==> config.mk <==
export PLATFORM = sky130hd
export DESIGN_NAME = mem_arbiter
export DESIGN_NICKNAME = d
export VERILOG_FILES = /design/src/rtl/toothless_pkg.sv /design/src/rtl/mem_arbiter_rr.sv /design/src/rtl/mem_arbiter.sv
export SDC_FILE = /design/constraint.sdc
export NUM_CORES = 1
export LEC_CHECK = 0
export BUFFER_PORTS_ARGS = -buffer_cell sky130_fd_sc_hd__buf_2
export CORE_AREA = 3 3 107 109
export CTS_CLUSTER_SIZE = 25
export DETAILED_ROUTE_END_ITERATION = 12
export DIE_AREA = 0 0 110 112
export PLACE_DENSITY = 0.7
export SLEW_MARGIN = 10
export SYNTH_ARGS = -nofsm -noshare
export SYNTH_HDL_FRONTEND = slang
export SYNTH_SLANG_ARGS = --single-unit
==> constraint.sdc <==
create_clock -name clk -period 2.3 [get_ports clk]
set_clock_uncertainty 0.2 [all_clocks]
set_input_delay 0.46 -clock clk [delete_from_list [all_inputs] [get_ports clk]]
set_output_delay 0.46 -clock clk [all_outputs]
set_load 0.05 [all_outputs]
==> src/rtl/toothless_pkg.sv <==
`default_nettype none
// ============================================================================
//  Module   : toothless_pkg
//  Purpose  : Shared types and constants for the toothless memory arbiter.
//  Revision : 1.0 - initial release
// ============================================================================
package toothless_pkg;

    // Arbiter transaction phases
    typedef enum logic [1:0] {
        IDLE = 2'd0,
        BUS  = 2'd1,
        WAIT = 2'd2
    } arb_state_e;

    // Which port owns the outstanding transaction
    typedef enum logic {
        OWNER_INSTR = 1'b0,
        OWNER_DATA  = 1'b1
    } arb_owner_e;

    // Full-word byte enable used for instruction fetches
    localparam logic [3:0] BE_WORD = 4'b1111;

endpackage : toothless_pkg
`default_nettype wire

==> src/rtl/mem_arbiter_rr.sv <==
`default_nettype none
// ============================================================================
//  Module   : rr_arbiter_2
//  Purpose  : Two-requester round-robin grant logic with last-owner history.
//  Revision : 1.0 - initial release
// ============================================================================
module rr_arbiter_2
    import toothless_pkg::*;
(
    input  logic       clk,
    input  logic       rst_n,
    input  logic       en_i,
    input  logic       req_instr_i,
    input  logic       req_data_i,
    output logic       gnt_instr_o,
    output logic       gnt_data_o,
    output arb_owner_e winner_o
);

    arb_owner_e last_owner_q;
    arb_owner_e last_owner_d;

    // Grant decision: a lone requester wins, on conflict the port not served last wins
    always_comb begin
        gnt_instr_o = 1'b0;
        gnt_data_o  = 1'b0;
        if (en_i) begin
            if (req_instr_i && req_data_i) begin
                if (last_owner_q == OWNER_INSTR) begin
                    gnt_data_o = 1'b1;
                end else begin
                    gnt_instr_o = 1'b1;
                end
            end else begin
                gnt_instr_o = req_instr_i;
                gnt_data_o  = req_data_i;
            end
        end
    end

    // History update only when a grant is actually issued
    always_comb begin
        last_owner_d = last_owner_q;
        if (gnt_data_o) begin
            last_owner_d = OWNER_DATA;
        end else if (gnt_instr_o) begin
            last_owner_d = OWNER_INSTR;
        end
    end

    assign winner_o = gnt_data_o ? OWNER_DATA : OWNER_INSTR;

    // Last-owner flop; resetting to INSTR makes the first conflict go to data
    always_ff @(posedge clk or negedge rst_n) begin
        if (!rst_n) begin
            last_owner_q <= OWNER_INSTR;
        end else begin
            last_owner_q <= last_owner_d;
        end
    end

endmodule : rr_arbiter_2
`default_nettype wire

==> src/rtl/mem_arbiter.sv <==
`default_nettype none
// ============================================================================
//  Module   : mem_arbiter
//  Purpose  : Shares one memory bus between fetch and LSU ports, one
//             outstanding transaction, with a response watchdog.
//  Revision : 1.0 - initial release
// ============================================================================
module mem_arbiter
    import toothless_pkg::*;
#(
    parameter int ADDR_WIDTH = 32,
    parameter int DATA_WIDTH = 32,
    parameter int TIMEOUT    = 16
) (
    input  logic                  clk,
    input  logic                  rst_n,
    input  logic                  instr_req_i,
    input  logic [ADDR_WIDTH-1:0] instr_addr_i,
    output logic                  instr_gnt_o,
    output logic                  instr_rvalid_o,
    output logic [DATA_WIDTH-1:0] instr_rdata_o,
    input  logic                  data_req_i,
    input  logic [ADDR_WIDTH-1:0] data_addr_i,
    input  logic                  data_we_i,
    input  logic [3:0]            data_be_i,
    input  logic [DATA_WIDTH-1:0] data_wdata_i,
    output logic                  data_gnt_o,
    output logic                  data_rvalid_o,
    output logic [DATA_WIDTH-1:0] data_rdata_o,
    output logic                  err_o,
    output logic                  mem_req_o,
    output logic [ADDR_WIDTH-1:0] mem_addr_o,
    output logic                  mem_we_o,
    output logic [3:0]            mem_be_o,
    output logic [DATA_WIDTH-1:0] mem_wdata_o,
    input  logic                  mem_gnt_i,
    input  logic                  mem_rvalid_i,
    input  logic [DATA_WIDTH-1:0] mem_rdata_i
);

    localparam int                CNT_W  = (TIMEOUT < 1) ? 1 : $clog2(TIMEOUT + 1);
    localparam logic [CNT_W-1:0]  TO_VAL = CNT_W'(TIMEOUT);

    arb_state_e            state_q,  state_d;
    arb_owner_e            owner_q,  owner_d;
    logic [ADDR_WIDTH-1:0] addr_q,   addr_d;
    logic                  we_q,     we_d;
    logic [3:0]            be_q,     be_d;
    logic [DATA_WIDTH-1:0] wdata_q,  wdata_d;
    logic [CNT_W-1:0]      cnt_q,    cnt_d;

    logic                  w_arb_en;
    logic                  w_gnt_instr;
    logic                  w_gnt_data;
    arb_owner_e            w_winner;
    logic                  w_timeout;
    logic                  w_rsp_valid;

    // Grants only in IDLE and never while reset is held
    assign w_arb_en = (state_q == IDLE) && rst_n;

    rr_arbiter_2 u_rr (
        .clk         (clk),
        .rst_n       (rst_n),
        .en_i        (w_arb_en),
        .req_instr_i (instr_req_i),
        .req_data_i  (data_req_i),
        .gnt_instr_o (w_gnt_instr),
        .gnt_data_o  (w_gnt_data),
        .winner_o    (w_winner)
    );

    assign instr_gnt_o = w_gnt_instr;
    assign data_gnt_o  = w_gnt_data;

    // A real response takes priority over a watchdog expiry in the same cycle
    assign w_timeout   = (TIMEOUT != 0) && (state_q == WAIT) && !mem_rvalid_i && (cnt_q == TO_VAL);
    assign w_rsp_valid = (state_q == WAIT) && (mem_rvalid_i || w_timeout);

    assign err_o          = w_timeout;
    assign instr_rvalid_o = w_rsp_valid && (owner_q == OWNER_INSTR);
    assign data_rvalid_o  = w_rsp_valid && (owner_q == OWNER_DATA);
    assign instr_rdata_o  = (instr_rvalid_o && !w_timeout) ? mem_rdata_i : '0;
    assign data_rdata_o   = (data_rvalid_o  && !w_timeout) ? mem_rdata_i : '0;

    // Bus side is driven purely from flops so it cannot move during BUS
    assign mem_req_o   = (state_q == BUS);
    assign mem_addr_o  = addr_q;
    assign mem_we_o    = we_q;
    assign mem_be_o    = be_q;
    assign mem_wdata_o = wdata_q;

    // Next-state: capture on grant, wait for bus gnt, then response or watchdog
    always_comb begin
        state_d = state_q;
        owner_d = owner_q;
        addr_d  = addr_q;
        we_d    = we_q;
        be_d    = be_q;
        wdata_d = wdata_q;
        cnt_d   = cnt_q;
        case (state_q)
            IDLE: begin
                if (w_gnt_instr || w_gnt_data) begin
                    owner_d = w_winner;
                    state_d = BUS;
                    if (w_gnt_data) begin
                        addr_d  = data_addr_i;
                        we_d    = data_we_i;
                        be_d    = data_be_i;
                        wdata_d = data_wdata_i;
                    end else begin
                        addr_d  = instr_addr_i;
                        we_d    = 1'b0;
                        be_d    = BE_WORD;
                        wdata_d = '0;
                    end
                end
            end
            BUS: begin
                if (mem_gnt_i) begin
                    state_d = WAIT;
                    cnt_d   = '0;
                end
            end
            WAIT: begin
                if (w_rsp_valid) begin
                    state_d = IDLE;
                end else if (TIMEOUT != 0) begin
                    cnt_d = cnt_q + 1'b1;
                end
            end
            default: begin
                state_d = IDLE;
            end
        endcase
    end

    // State and captured-request registers; reset drops any transaction at once
    always_ff @(posedge clk or negedge rst_n) begin
        if (!rst_n) begin
            state_q <= IDLE;
            owner_q <= OWNER_INSTR;
            addr_q  <= '0;
            we_q    <= 1'b0;
            be_q    <= 4'b0000;
            wdata_q <= '0;
            cnt_q   <= '0;
        end else begin
            state_q <= state_d;
            owner_q <= owner_d;
            addr_q  <= addr_d;
            we_q    <= we_d;
            be_q    <= be_d;
            wdata_q <= wdata_d;
            cnt_q   <= cnt_d;
        end
    end

endmodule : mem_arbiter
`default_nettype wire

After elaboration in Yosys (flattened, before gate mapping)
Index checks and enable logic that the tools add are counted.
Storage, ports and cells
  output and inout bits: 139
  RAM bits: 0
  input port bits: 139
  word-level logic and storage cells: 58
  memories kept: 0
  memory bits (read-only): 0
  bits in latches: 0
  bits in registers: 78
Operators by class
  equal/unequal tests: 7
  div/mod/pow operators: 0
  muxes and demuxes: 22
  reduce and logical (&&, ||, !) cells: 19
  bitwise gates (word level): 1
  magnitude comparators: 0
  shift operators: 0
  add/subtract/negate cells: 1
  multiply operators: 0
Operators with widths (count)
  $mux W32: 4
  $mux W1: 10
  $mux W5: 2
  $pmux W5 S2: 1
  $logic_and A1 B1 Y1: 9
  $mux W2: 3
  $pmux W2 S3: 1
  $reduce_and A3 Y1: 2
  $add A5 B1 Y5 const B: 1
  $eq A5 B5 Y1 const B: 1
  $mux W4: 1
  $ne A2 B1 Y1 const B: 2
  $ne A2 B2 Y1 const B: 2
  $reduce_bool A2 Y1: 2
  $eq A2 B1 Y1 const B: 1
  $eq A2 B2 Y1 const B: 1
  $logic_not A1 Y1: 2
  $logic_not A2 Y1: 1
  $logic_or A1 B1 Y1: 2
  $reduce_and A2 Y1: 1
  $not A1 Y1: 1

Longest topological paths before layout
  depth in word-level cells: 8
  depth in mapped cells: 6

Modules after synthesis
From an unflattened synthesis, not the netlist that was laid out.
Unflattened totals
  cells, all modules: 318
  area, all modules: 3961.3 µm²
By module, submodules not included
  mem_arbiter: area each 3892.5 µm², times used 1, sequential area each 1926.8 µm², cells an instance 309
  rr_arbiter_2: area each 68.8 µm², times used 1, sequential area each 25.0 µm², cells an instance 9

Worst setup path before layout
No wires, ideal clock.
  path kind: reg2out
  start: register cnt_q[0]
  end: output data_rvalid_o
  arrival: 2.251 ns
  cell stages (with the launch flop): 6
  path buffers: 0
  path slack: -0.611 ns
  cells stage by stage: dfrtp_1 > inv_1 > ha_1 > nor4bb_1 > nor2_1 > nor3b_1
On the way
  longest elaborated chain between the ends: 5
RTL lines
  start, declared: line mem_arbiter.sv:50  | logic [CNT_W-1:0] cnt_q, cnt_d;
  start signal, assigned: line mem_arbiter.sv:156  | cnt_q <= cnt_d;
  $eq A5 B5 Y1: line mem_arbiter.sv:77  | assign w_timeout = (TIMEOUT != 0) && (state_q == WAIT) && !mem_rvalid_i && (cnt_q == TO_VAL);
  $logic_and A1 B1 Y1: line mem_arbiter.sv:77
  $logic_or A1 B1 Y1: line mem_arbiter.sv:78  | assign w_rsp_valid = (state_q == WAIT) && (mem_rvalid_i || w_timeout);
  $logic_and A1 B1 Y1: line mem_arbiter.sv:78
  $logic_and A1 B1 Y1: line mem_arbiter.sv:82  | assign data_rvalid_o = w_rsp_valid && (owner_q == OWNER_DATA);
  end, declared: line mem_arbiter.sv:28  | output logic data_rvalid_o,
No other way between the ends.

Final worst setup path
  start: register cnt_q[0]
  end: output err_o
On the way
  longest elaborated chain between the ends: 2
RTL lines
  $eq A5 B5 Y1: line mem_arbiter.sv:77
  $logic_and A1 B1 Y1: line mem_arbiter.sv:77
  end, declared: line mem_arbiter.sv:30  | output logic err_o,
No other way between the ends.

==> impl_metrics.toml <==
[pwr]
p_leak_nw = 3.24
power_density_mw_per_mm2 = 1270
peakVddDrop_mv = 0.780

[yosys]
synth-edff-count = 0
ys.flop_type = "dfrtp_1"
yosys_warnings = 0
synth_nets = 535
synth_seq_cells = 78
synthArstFlopShare_pct = 100
yosysSeqAreaShare_pct = 50.8
synth_area_per_cell_um2 = 9.75
postSynthCellCount = 394
syn_area_mm2 = 0.00384
synth.distinct_cells = 32

[timing]
worst_slew_pin_slew_ns = 0.743
rsz0062_at_grt = "yes"
fin_tns_setup_ns = -0.751
slew_headroom_pct = 50.5
hold_ws_ns = 0.103
finalSetupViolCount = 36
slew_viol_final = 0
hold_viol_final = 0
setup_slack_ns = -0.0672
fmaxAchievable_ghz = 0.422
period_needed_ns = 2.37
post-route-period-util_pct = 103

[final_layout]
final_common_cell = "buf_2"
final_util_pct = 62.1
synthToLayoutAreaGrowth_pct = 73.0
n_antenna_cell = 0
regArea_mm2 = 0.00195
fin_nets = 819
multi_input_area_mm2 = 0.00196
drive_gt1_share_pct = 59.6
fillCellCount = 892
layout_common_cells = "207 x buf_2, 76 x dfrtp_1, 58 x buf_8"

[floorplan]
core-area_mm2 = 0.0107
start_util_pct = 35.9
die_w_um = 110
design.die.area_mm2 = 0.0123
pin_count = 278
num_rows = 38
die_height_um = 112

[critical_path]
cp-end-kind = "primary output"
worstSetupPathType = "flip-flop to primary output"
startpoint = "cnt_q[0]$_DFFE_PN0P_"
worstPathRequired_ns = 1.64
crit_path_cell_trace = "inv_2 > ha_4 > or4bb_4 > nor2_4 > buf_8"
cpMaxStageDelayCell = "or4bb_4"
timing.rr.start = "state_q[1]$_DFFE_PN0P_"
reg2reg_depth = 6
worst_r2r_endpoint = "mem_wdata_o[7]$_DFFE_PN0P_"
reg2reg_slack_ns = 0.25
cp-endpoint = "err_o"
cp_max_fo = 2
crit_path_start_kind = "flip-flop"
crit_arrival_ns = 1.71
critPathMaxStageDelay_ns = 0.47

[routing]
drtIter0Drc = 318
finalWirelength_um = 14700
drc_errors = 0
wl_per_cell_um = 17.9
vias = 4294
via_per_inst = 5.22
dr.pass1.iters = 4
antenna_left = 0

[outcome]
violations = "negative setup slack"
status = "finished with violations"

[cts]
clk_pin_slew_ns = 0.09
clock_sinks = 78
insertion_delay_ns = 0.34
clockBufferDepth = 2
cts_buffers = 9
cts_tree = "built"
cts-htree-levels = 3
cts_root_buf = "clkbuf_8"

[grt]
globalRouteTotalUtil_pct = 21.3
grt_pass1_wl_um = 20800
overflow = 0
grt_pass1_vias = 4094
grt_max_degree = 67
antenna_found_initial = 0

[hold_path]
hp-class = "input pin to async pin"

[placed_design]
portBuffers = 277
hpwl_um = 9570
place_congestion = 0.865

[run]
maxCapViolCount = 0
[report_power, final]
part | leakage, nW | switching, W | internal, W
logic | 2.22 | 0.00362 | 0.00149
registers | 0.937 | 0.000405 | 0.00201
clock network | 0.0792 | 0.000513 | 0.000427
total | 3.24 | 0.00453 | 0.00392
[cells by family (layout without fill, tap and decap cells)]
| logic type | after synthesis | in the layout | synth area share [%] |
|---|---|---|---|
| flip-flops | 78 | 78 | 50.8 |
| AND/OR/NAND/NOR | 124 | 124 | 19.4 |
| multiplexers | 1 | 1 | 0.261 |
| adder cells (fa/ha/maj) | 2 | 2 | 0.652 |
| buffers and inverters | 41 | 330 | 4.33 |
| AO/OA/AOI/OAI | 148 | 148 | 24.5 |
[worst max-delay path: cells and delay by family, from the launching register on]
kind,cells,cell delay [ns]
adders and majority gates,1,0.13
buffers and inverters,2,0.24
DFF,1,0.40
and+or+nand+nor,2,0.58
[cell usage after synthesis, types with 2 or more instances]
| cell | instances | share of area [%] |
|---|---|---|
| and2_1 | 65 | 11 |
| dfrtp_1 | 78 | 51 |
| buf_2 | 10 | 1.3 |
| nand2_1 | 3 | 0.29 |
| and4b_1 | 2 | 0.52 |
| nand2b_1 | 2 | 0.33 |
| a22o_1 | 33 | 7.5 |
| nor3b_1 | 3 | 0.59 |
| ha_1 | 2 | 0.65 |
| a21o_1 | 2 | 0.39 |
| inv_1 | 4 | 0.39 |
| a21boi_1 | 2 | 0.39 |
| o22a_1 | 4 | 0.91 |
| a31oi_1 | 33 | 5.4 |
| clkbuf_1 | 26 | 2.5 |
| nor2_1 | 3 | 0.29 |
| a21oi_1 | 33 | 4.3 |
| o21ai_0 | 38 | 5.0 |
| nand3_1 | 37 | 4.8 |
| or3b_1 | 2 | 0.46 |
[stage by stage]
| stage | power (W) | setup slack, ns | instances | cell area (um2) |
|---|---|---|---|---|
| 5_1_grt | 0.00888 | -0.126 | 823 | 6640 |
| 4_1_cts | 0.00831 | -0.0539 | 819 | 6130 |
| 3_5_place_dp | 0.00715 | 0.0325 | 796 | 5550 |
| 6_report | 0.00845 | -0.0672 | 823 | 6640 |
| 2_1_floorplan | 0.00583 | -0.154 | 394 | 3890 |
| 3_3_place_gp | 0.00709 | 0.110 | 796 | 5550 |
[what timing repair did]
action,CTS,global route
gates resized for setup,107,194
hold endpoints to repair,17,0
endpoints found under the setup margin,66,69
pin swaps,7,29
hold buffers,1,0
buffers inserted,5,4
gates cloned,1,2
[state kept, by name (all words and copies together), names as in the netlist]
name,cells
mem_we_o,1
u_rr.last_owner_q,1
mem_be_o,4
cnt_q,5
state_q,2
owner_q,1
mem_addr_o,32
mem_wdata_o,32
[how the worst min path moves through the flow]
stage,endpoint,start,slack [ns]
detailed placement,state_q[0]$_DFFE_PN0P_,rst_n,0.28
finish,mem_wdata_o[2]$_DFFE_PN0P_,rst_n,0.10
CTS,state_q[0]$_DFFE_PN0P_,mem_gnt_i,0.12
global placement,mem_be_o[1]$_DFFE_PN0P_,mem_be_o[1]$_DFFE_PN0P_,0.27
global route,mem_wdata_o[11]$_DFFE_PN0P_,data_wdata_i[11],0.12
floorplan,cnt_q[0]$_DFFE_PN0P_,rst_n,-0.04
[final cells by class]
type	instances	area share [%]
Multi-Input combinational cell	275	29.5
Clock buffer	12	2.18
Timing Repair Buffer	309	35.5
Sequential cell	78	29.4
Clock inverter	4	0.471
Tap cell	140	2.64
Inverter	5	0.282
[routing by layer]
| layer | part of all wire, % | wire, um | up-vias | track usage [%] |
|---|---|---|---|---|
| met5 | 0 | 0 | - | 0 |
| met4 | 3.1 | 452 | 0 | 7.23 |
| met3 | 6.6 | 968 | 37 | 3.54 |
| met2 | 51 | 7550 | 195 | 36.0 |
| met1 | 39 | 5780 | 2061 | 27.4 |
| li1 | - | - | 2001 | - |
No activity file was read; power rests on OpenSTA's default activity.
